[src/rtl/pipe_hazard_tracker.sv]
// Front-end pipeline latches (IF/ID, ID/EX, EX/MEM) driven by hazard-unit freeze/flush
// and memory hit status, with saturating freeze/flush statistics.
module pipe_hazard_tracker #(
    parameter int                WORD_W   = 32,
    parameter logic [WORD_W-1:0] NOP_WORD = 32'h00000000,
    parameter int                CNT_W    = 16
) (
    input  logic              CLK,
    input  logic              RST,
    input  logic              ihit,
    input  logic              dhit,
    input  logic              freeze,
    input  logic              flush,
    input  logic [WORD_W-1:0] imemload,
    input  logic [WORD_W-1:0] pc,
    output logic              pc_en,
    output logic [WORD_W-1:0] ifid_instr,
    output logic [WORD_W-1:0] idex_instr,
    output logic [WORD_W-1:0] exmem_instr,
    output logic [WORD_W-1:0] ifid_pc,
    output logic [WORD_W-1:0] idex_pc,
    output logic              ifid_valid,
    output logic              idex_valid,
    output logic              exmem_valid,
    output logic              mem_stall,
    output logic [CNT_W-1:0]  freeze_cnt,
    output logic [CNT_W-1:0]  flush_cnt
);

    localparam logic [5:0] OP_LW = 6'b100011;
    localparam logic [5:0] OP_SW = 6'b101011;

    typedef enum logic [2:0] {
        M_HOLD   = 3'd0,
        M_FLUSH  = 3'd1,
        M_FREEZE = 3'd2,
        M_MISS   = 3'd3,
        M_ADV    = 3'd4
    } mode_t;

    logic [WORD_W-1:0] r_ifid_instr, r_idex_instr, r_exmem_instr;
    logic [WORD_W-1:0] r_ifid_pc, r_idex_pc;
    logic              r_ifid_valid, r_idex_valid, r_exmem_valid;
    logic [CNT_W-1:0]  r_freeze_cnt, r_flush_cnt;

    logic              w_is_mem_op;
    logic              w_mem_stall;
    logic              w_pc_en;
    mode_t             w_mode;

    function automatic logic [CNT_W-1:0] sat_inc(input logic [CNT_W-1:0] v);
        if (v == {CNT_W{1'b1}}) begin
            return v;
        end else begin
            return v + {{(CNT_W-1){1'b0}}, 1'b1};
        end
    endfunction

    assign w_is_mem_op = (r_exmem_instr[31:26] == OP_LW) || (r_exmem_instr[31:26] == OP_SW);
    assign w_mem_stall = r_exmem_valid & w_is_mem_op & ~dhit;

    // Priority decode of this cycle's pipeline action
    always_comb begin
        w_mode = M_ADV;
        if (w_mem_stall) begin
            w_mode = M_HOLD;
        end else if (flush) begin
            w_mode = M_FLUSH;
        end else if (freeze) begin
            w_mode = M_FREEZE;
        end else if (!ihit) begin
            w_mode = M_MISS;
        end else begin
            w_mode = M_ADV;
        end
    end

    // PC may only move on flush or a clean advance, never while reset is applied
    assign w_pc_en = ~RST & ((w_mode == M_FLUSH) || (w_mode == M_ADV));

    // Pipeline latches and statistics counters
    always_ff @(posedge CLK or posedge RST) begin
        if (RST) begin
            r_ifid_instr  <= NOP_WORD;
            r_idex_instr  <= NOP_WORD;
            r_exmem_instr <= NOP_WORD;
            r_ifid_pc     <= '0;
            r_idex_pc     <= '0;
            r_ifid_valid  <= 1'b0;
            r_idex_valid  <= 1'b0;
            r_exmem_valid <= 1'b0;
            r_freeze_cnt  <= '0;
            r_flush_cnt   <= '0;
        end else begin
            case (w_mode)
                M_FLUSH: begin
                    r_ifid_instr  <= NOP_WORD;
                    r_ifid_pc     <= '0;
                    r_ifid_valid  <= 1'b0;
                    r_idex_instr  <= NOP_WORD;
                    r_idex_pc     <= '0;
                    r_idex_valid  <= 1'b0;
                    r_exmem_instr <= r_idex_instr;
                    r_exmem_valid <= r_idex_valid;
                    r_flush_cnt   <= sat_inc(r_flush_cnt);
                end
                M_FREEZE: begin
                    r_idex_instr  <= NOP_WORD;
                    r_idex_pc     <= '0;
                    r_idex_valid  <= 1'b0;
                    r_exmem_instr <= r_idex_instr;
                    r_exmem_valid <= r_idex_valid;
                    r_freeze_cnt  <= sat_inc(r_freeze_cnt);
                end
                M_MISS: begin
                    r_ifid_instr  <= NOP_WORD;
                    r_ifid_pc     <= '0;
                    r_ifid_valid  <= 1'b0;
                    r_idex_instr  <= r_ifid_instr;
                    r_idex_pc     <= r_ifid_pc;
                    r_idex_valid  <= r_ifid_valid;
                    r_exmem_instr <= r_idex_instr;
                    r_exmem_valid <= r_idex_valid;
                end
                M_ADV: begin
                    r_ifid_instr  <= imemload;
                    r_ifid_pc     <= pc;
                    r_ifid_valid  <= 1'b1;
                    r_idex_instr  <= r_ifid_instr;
                    r_idex_pc     <= r_ifid_pc;
                    r_idex_valid  <= r_ifid_valid;
                    r_exmem_instr <= r_idex_instr;
                    r_exmem_valid <= r_idex_valid;
                end
                default: begin
                    r_ifid_instr  <= r_ifid_instr;
                    r_exmem_valid <= r_exmem_valid;
                end
            endcase
        end
    end

    assign pc_en       = w_pc_en;
    assign mem_stall   = w_mem_stall;
    assign ifid_instr  = r_ifid_instr;
    assign idex_instr  = r_idex_instr;
    assign exmem_instr = r_exmem_instr;
    assign ifid_pc     = r_ifid_pc;
    assign idex_pc     = r_idex_pc;
    assign ifid_valid  = r_ifid_valid;
    assign idex_valid  = r_idex_valid;
    assign exmem_valid = r_exmem_valid;
    assign freeze_cnt  = r_freeze_cnt;
    assign flush_cnt   = r_flush_cnt;

endmodule

[config.mk]
export PLATFORM = sky130hd
export DESIGN_NAME = pipe_hazard_tracker
export DESIGN_NICKNAME = d
export VERILOG_FILES = /design/src/rtl/pipe_hazard_tracker.sv
export SDC_FILE = /design/constraint.sdc
export NUM_CORES = 1
export LEC_CHECK = 0
export ABC_CLOCK_PERIOD_IN_PS = 9500
export CORE_ASPECT_RATIO = 0.6
export CORE_UTILIZATION = 45
export CTS_CLUSTER_DIAMETER = 80
export DETAILED_ROUTE_END_ITERATION = 10
export PLACE_DENSITY = 0.8
export SETUP_SLACK_MARGIN = 0.3
export SYNTH_ARGS = -nofsm -noshare
export SYNTH_HDL_FRONTEND = slang
export SYNTH_SLANG_ARGS = --single-unit
export TNS_END_PERCENT = 30
[constraint.sdc]
create_clock -name CLK -period 9.5 [get_ports CLK]
set_input_delay 1.425 -clock CLK [delete_from_list [all_inputs] [get_ports CLK]]
set_output_delay 1.425 -clock CLK [all_outputs]
set_load 0.01 [all_outputs]
==> results of run 1 <==
-- metal layers --
layer / wire length, um / vias to the layer above / share of wire, %
met5: 0 / - / 0
met4: 380 / 0 / 1.8
met3: 1679 / 31 / 7.9
met2: 9689 / 249 / 46
met1: 9493 / 2905 / 45
li1: - / 2451 / -
-- cell type report --
cell class | count | share of cell area [%]
clock buffers | 20 | 4.312
repair buffers | 273 | 25.08
multi-input cells | 281 | 21.65
flip-flops and latches | 195 | 45.08
well taps | 203 | 2.347
inverters | 6 | 0.3005
clock inverters | 12 | 1.225
-- critical path, delay by kind of cell --
family        cells  cell delay, ps
buf+inv           3            1830
simple gates      2             900
-- stage by stage --
step	hold WS (ps)	total power (W)
detailed placement	487.3	0.001232
global placement	469.8	0.001219
global route	528.6	0.002021
finish	495.1	0.001944
floorplan	523.6	0.001059
CTS	503.1	0.001957
-- worst paths after layout --
| kind | from | to | slack [ps] |
|---|---|---|---|
| min in group asynchronous | RST | freeze_cnt[2]$_DFFE_PP0P_ | 1530 |
| max in group asynchronous | RST | idex_instr[24]$_DFFE_PP0P_ | 6570 |
| worst min register to register | idex_instr[31]$_DFFE_PP0P_ | exmem_instr[31]$_DFFE_PP0P_ | 500 |
| worst max-delay path | dhit | mem_stall | 3870 |
| worst max register to register | exmem_instr[26]$_DFFE_PP0P_ | ifid_pc[16]$_DFFE_PP0P_ | 5740 |
| worst min-delay path | idex_instr[31]$_DFFE_PP0P_ | exmem_instr[31]$_DFFE_PP0P_ | 500 |
-- registers in the layout (all words and copies together) (netlist names) --
signal       flops
ifid_valid       1
ifid_instr      32
idex_pc         32
idex_instr      32
exmem_instr     32
idex_valid       1
flush_cnt       16
ifid_pc         32
exmem_valid      1
freeze_cnt      16
-- logic make-up (layout without fill, tap and decap cells) --
logic type               Yosys count  in the layout  synth area share, %
buffers and inverters             41            311                2.602
flip-flops                       195            195                65.89
AND/OR/NAND/NOR                   84             84                7.265
adder cells (fa/ha/maj)            2              2               0.3378
XOR/XNOR                          27             27                3.193
AO/OA/AOI/OAI                    136            136                15.86
multiplexers                      32             32                4.849
-- power breakdown --
group          switching, W  total, W  internal [W]
Sequential        0.0000707  0.000949      0.000878
Clock              0.000333  0.000727      0.000394
Combinational      0.000118  0.000267      0.000150
Total              0.000522   0.00194       0.00142
-- synth_stat cells (all sizes together) --
master and instances:
and3 3, nand4b 1, a22o 129, nand3b 1, ha 2, nor3 9, inv 6, buf 30
mux2i 1, or4 1, nor2 5, clkbuf 5, nor4 14, and2 2, dfrtp 195, o211ai 1
nand3 7, o211a 1, nor4b 2, nand2b 4, or2 3, nor3b 4, nand4bb 1, nand2 12
and4 4, o21ai 4, mux2 31, xnor2 4, nand4 8, a22oi 1, nor2b 3, xor2 23
==> metrics.cfg, run 1 <==
[outcome]
outcome=finished clean

[floorplan]
core-area_mm2=0.01572
die_area_mm2=0.01699
row_count=35
ios=267
start_util_pct=47.11
die_height_um=101.4
die_x_um=167.6

[run]
max-cap-violations=0

[grt]
grt_use_met3_pct=7.542
grt_use_total_pct=25.77
met1_usage_pct=36.23
antenna_found_initial=0
grt_pass1_vias=5800
gr-max-usage-layer=met2
grt_first_pass_wirelength_um=33360
grt-ovfl-total=0
grt_max_degree=124
met2_usage_pct=38.94

[setup_path]
path_class=input pin to primary output
crit_arrival_ps=4210
slowest_stage=inv_4
cpMostUsedCell=clkdlybuf4s50_1
endpoint_kind=primary output
path_cells=clkdlybuf4s50_1 > nand4bb_4 > or2_2 > inv_4 > clkdlybuf4s50_1
worstRegToRegCells=6
slowest_delay_ps=750
cp.required_ps=8080
cp_max_fo=71
cp-start-kind=input pin

[clocking]
h-tree-depth=4
post_cts_buffers=0
cts-root-buf=clkbuf_16
cts_tree=yes
clock_path_buffers=2
path_clk_slew_ps=70
post_cts_resized=0
cts_buffers=17
cts_hold_buf=0
clock_sinks=195
clk_latency_ps=430

[placed_design]
hpwlAfterDp_um=14420
place_congestion=0.8197
placed_cell_area_mm2=0.01022
dp_cells=958
io_buffers=266
post-place-ws_ps=3862

[yosys]
synth_top_area_cell=dfrtp_1
synth_cell_types=39
syn_nets=589
yosysTopAreaCellShare_pct=65.89
ys_ff_latch=195
syn-cell-area_mm2=0.007406
syn_inst=517
synth-seq-area-share_pct=65.89
synth.area.top_cells=dfrtp_1 (66%), a22o_1 (15%), mux2_2 (4.6%)
synth_warnings=0
syn_avg_cell_area_um2=14.32

[layout]
areaGrowthSynthToFinish_pct=46.16
final_common_cell=clkdlybuf4s50_1
fin_nets=846
final_cells=990
final_cell_mix=clkdlybuf4s50_1 (266), dfrtp_1 (195), a22o_1 (129)
fillCellCount=1101
finalInstanceArea_mm2=0.01082
drive_above_1_share_pct=10.42
diodes=0
ff_latch_area_mm2=0.004880
final_util_pct=68.85
multi_input_area_mm2=0.002344

[route]
via_per_inst=5.693
drt_pass1_iterations=5
via_count=5636
wire_per_inst_um=21.46
drt_wl_total_um=21240
drc=0
ant_nets=0
first_iter_violations=331

[pwr]
powerDensity_mw_per_mm2=179.6
peakVddDrop_mv=0.1155
leakagePower_nw=4.891

[sta]
maxSlewViolCount=0
worst_slack_ps=3866
fmax_mhz=177.5
rsz0062_at_grt=no
post-route-period-util_pct=59.31
tightestPinTransition_ps=898.7
timing.setup.tns_ps=0
hold_viol_final=0
setup_viol=0
fin_skew_ps=15.74
min_period_ps=5634
slew_headroom_pct=40.09

[hold_path]
hold_class=flop to flop
worstHoldPathCells=1

Power figures use the tool's default switching activity.
==> run 2: changes to the inputs <==
--- a/config.mk
+++ b/config.mk
@@ -5,12 +5,12 @@
 export SDC_FILE = /design/constraint.sdc
 export NUM_CORES = 1
 export LEC_CHECK = 0
-export ABC_CLOCK_PERIOD_IN_PS = 9500
+export ABC_CLOCK_PERIOD_IN_PS = 4850
 export CORE_ASPECT_RATIO = 0.6
-export CORE_UTILIZATION = 45
+export CORE_UTILIZATION = 40
 export CTS_CLUSTER_DIAMETER = 80
 export DETAILED_ROUTE_END_ITERATION = 10
-export PLACE_DENSITY = 0.8
+export PLACE_DENSITY = 0.76
 export SETUP_SLACK_MARGIN = 0.3
 export SYNTH_ARGS = -nofsm -noshare
 export SYNTH_HDL_FRONTEND = slang
==> constraint.sdc (replaced) <==
create_clock -name CLK -period 4.85 [get_ports CLK]
set_input_delay 0.7275 -clock CLK [delete_from_list [all_inputs] [get_ports CLK]]
set_output_delay 0.7275 -clock CLK [all_outputs]
set_load 0.01 [all_outputs]
==> run 2 against run 1 <==
Compared with the run above:
- register-to-register slack got worse by 3700 ps
- non-clock buffer count increased by 5
- first-iteration DRC count increased by 36%
- wire length increased by 0.93%
- global-route usage decreased by 2.9 points
- final cell count increased by 4.2%
- die area increased by 12%
- power increased by 93%
- clock-buffer cell count decreased by 3
- combinational power increased by 98%
- worst hold slack improved by 11 ps
==> metrics.cfg, run 2 (same netlist as run 1, synthesis figures left out) <==
[outcome]
outcome=finished clean

[placed_design]
placed_cell_area_mm2=0.01030
io_buffers=266
place_congestion=0.8919
post-place-ws_ps=1376
hpwlAfterDp_um=14950

[hold_path]
min_from=idex_instr[31]$_DFFE_PP0P_
hold_class=flop to flop

[setup_path]
cp_top_family=buffers and inverters
slowest_stage=clkdlybuf4s50_1
cp_max_fo=37
path_buf_inv=3
rr_startpoint=exmem_instr[27]$_DFFE_PP0P_
path_cells=clkdlybuf4s50_1 > nand4bb_4 > or2_2 > inv_4 > clkdlybuf4s50_1
crit_arrival_ps=2740
path_class=input pin to primary output
slowest_delay_ps=640
cpMostUsedCell=clkdlybuf4s50_1
worstRegToRegCells=6
crit_path_start=dhit
reg2reg_slack_ps=2040
cp.required_ps=4120
cp-start-kind=input pin
endpoint_kind=primary output
crit_path_end=mem_stall
r2r_end=ifid_pc[2]$_DFFE_PP0P_
cp.depth=5

[route]
via_per_inst=5.374
drt_pass1_iterations=4
drc=0
first_iter_violations=449
ant_nets=0
via_count=5546
drt_wl_total_um=21440
wire_per_inst_um=20.78

[grt]
grt-ovfl-total=0
grt_first_pass_wirelength_um=32950
grt_pass1_vias=5670
grt_use_total_pct=22.84
grt_max_degree=77
antenna_found_initial=0

[floorplan]
ios=267
die_area_mm2=0.01908
core-area_mm2=0.01811
start_util_pct=40.88
die_height_um=107.4
row_count=38
die_x_um=177.7

[clocking]
cts-root-buf=clkbuf_16
clock_sinks=195
clock_path_buffers=2
cts_tree=yes
post_cts_resized=0
path_clk_slew_ps=70
cts_buffers=17
post_cts_buffers=0
h-tree-depth=4
clk_latency_ps=430
cts_hold_buf=0

[sta]
setup_viol=0
rsz0062_at_grt=no
maxSlewViolCount=0
hold_viol_final=0
post-route-period-util_pct=71.48
min_period_ps=3467
timing.setup.tns_ps=0
tightestPinTransition_ps=954.6
slew_headroom_pct=36.08
worst_slack_ps=1383
fmax_mhz=288.4
fin_skew_ps=15.25

[pwr]
swShare_pct=28.02
p_clk_share_pct=36.5
p_int_w=0.002705
leakagePower_nw=4.898
switching_power_w=0.001053
peakVddDrop_mv=0.2064
p_comb_share_pct=14.1
p_seq_share_pct=49.4
powerDensity_mw_per_mm2=345.3

[layout]
diodes=0
areaGrowthSynthToFinish_pct=46.97
final_cell_mix=clkdlybuf4s50_1 (266), dfrtp_1 (195), a22o_1 (129)
drive_above_1_share_pct=10.98
finalInstanceArea_mm2=0.01088
final_common_cell=clkdlybuf4s50_1
final_util_pct=60.08
fin_nets=851

[run]
max-cap-violations=0

run 2: cell types whose count changed in the layout (fill, tap and decap cells not counted), sizes merged:
cell / previous run / this run
clkinvlp: 1 / 2
clkbuf: 20 / 17
bufinv: 1 / 0
clkinv: 2 / 5
buf: 7 / 12
run 2: how the worst min path moves through the flow:
| stage | to | depth (start not counted) |
|---|---|---|
| 3_3_place_gp | exmem_valid$_DFFE_PP0P_ | 1 |
| 2_1_floorplan | exmem_instr[26]$_DFFE_PP0P_ | 1 |
| 6_report | exmem_instr[31]$_DFFE_PP0P_ | 1 |
| 5_1_grt | idex_pc[1]$_DFFE_PP0P_ | 1 |
| 3_5_place_dp | idex_pc[23]$_DFFE_PP0P_ | 1 |
| 4_1_cts | idex_pc[20]$_DFFE_PP0P_ | 1 |
run 2: worst register-to-register path: stages, from the launching register on:
cell and delay (ps):
dfrtp_1 400, nand3b_1 250, or2_2 210, inv_4 160, nor3b_2 830, buf_4 600
a22o_1 290
run 2: layout make-up:
cell class              instances  area (um^2)
clock buffers                  17        425.4
fillers                      1397         7231
multi-input cells             281         2344
well taps                     240        300.3
repair buffers                278         2753
inverters                       6        28.78
clock inverters                15        153.9
flip-flops and latches        195         4880
run 2: per-stage QoR:
step           hold slack, ps  instances  total power, W
6_report                505.8       1032        0.003759
5_1_grt                 526.7       1032        0.003908
4_1_cts                 511.7       1032        0.003792
3_5_place_dp            491.7       1000        0.002418
3_3_place_gp            480.4       1000        0.002390
2_1_floorplan           523.6        517        0.002075
run 2: power groups by stage:
stage / clock, W / combinational, W / sequential [W]
global placement: 0 / 0.000517 / 0.00187
finish: 0.00137 / 0.000529 / 0.00186
global route: 0.00147 / 0.000569 / 0.00187
detailed placement: 0 / 0.000534 / 0.00188
CTS: 0.00140 / 0.000536 / 0.00185
floorplan: 0 / 0.000178 / 0.00190
run 2: per-layer routing:
layer  up-vias  track usage (%)  share of wire (%)
li1       2464                -                  -
met1      2838            32.04                 45
met2       234            34.51                 46
met3        10            7.239                8.6
met4         0            5.250               0.77
met5         -                0                  0
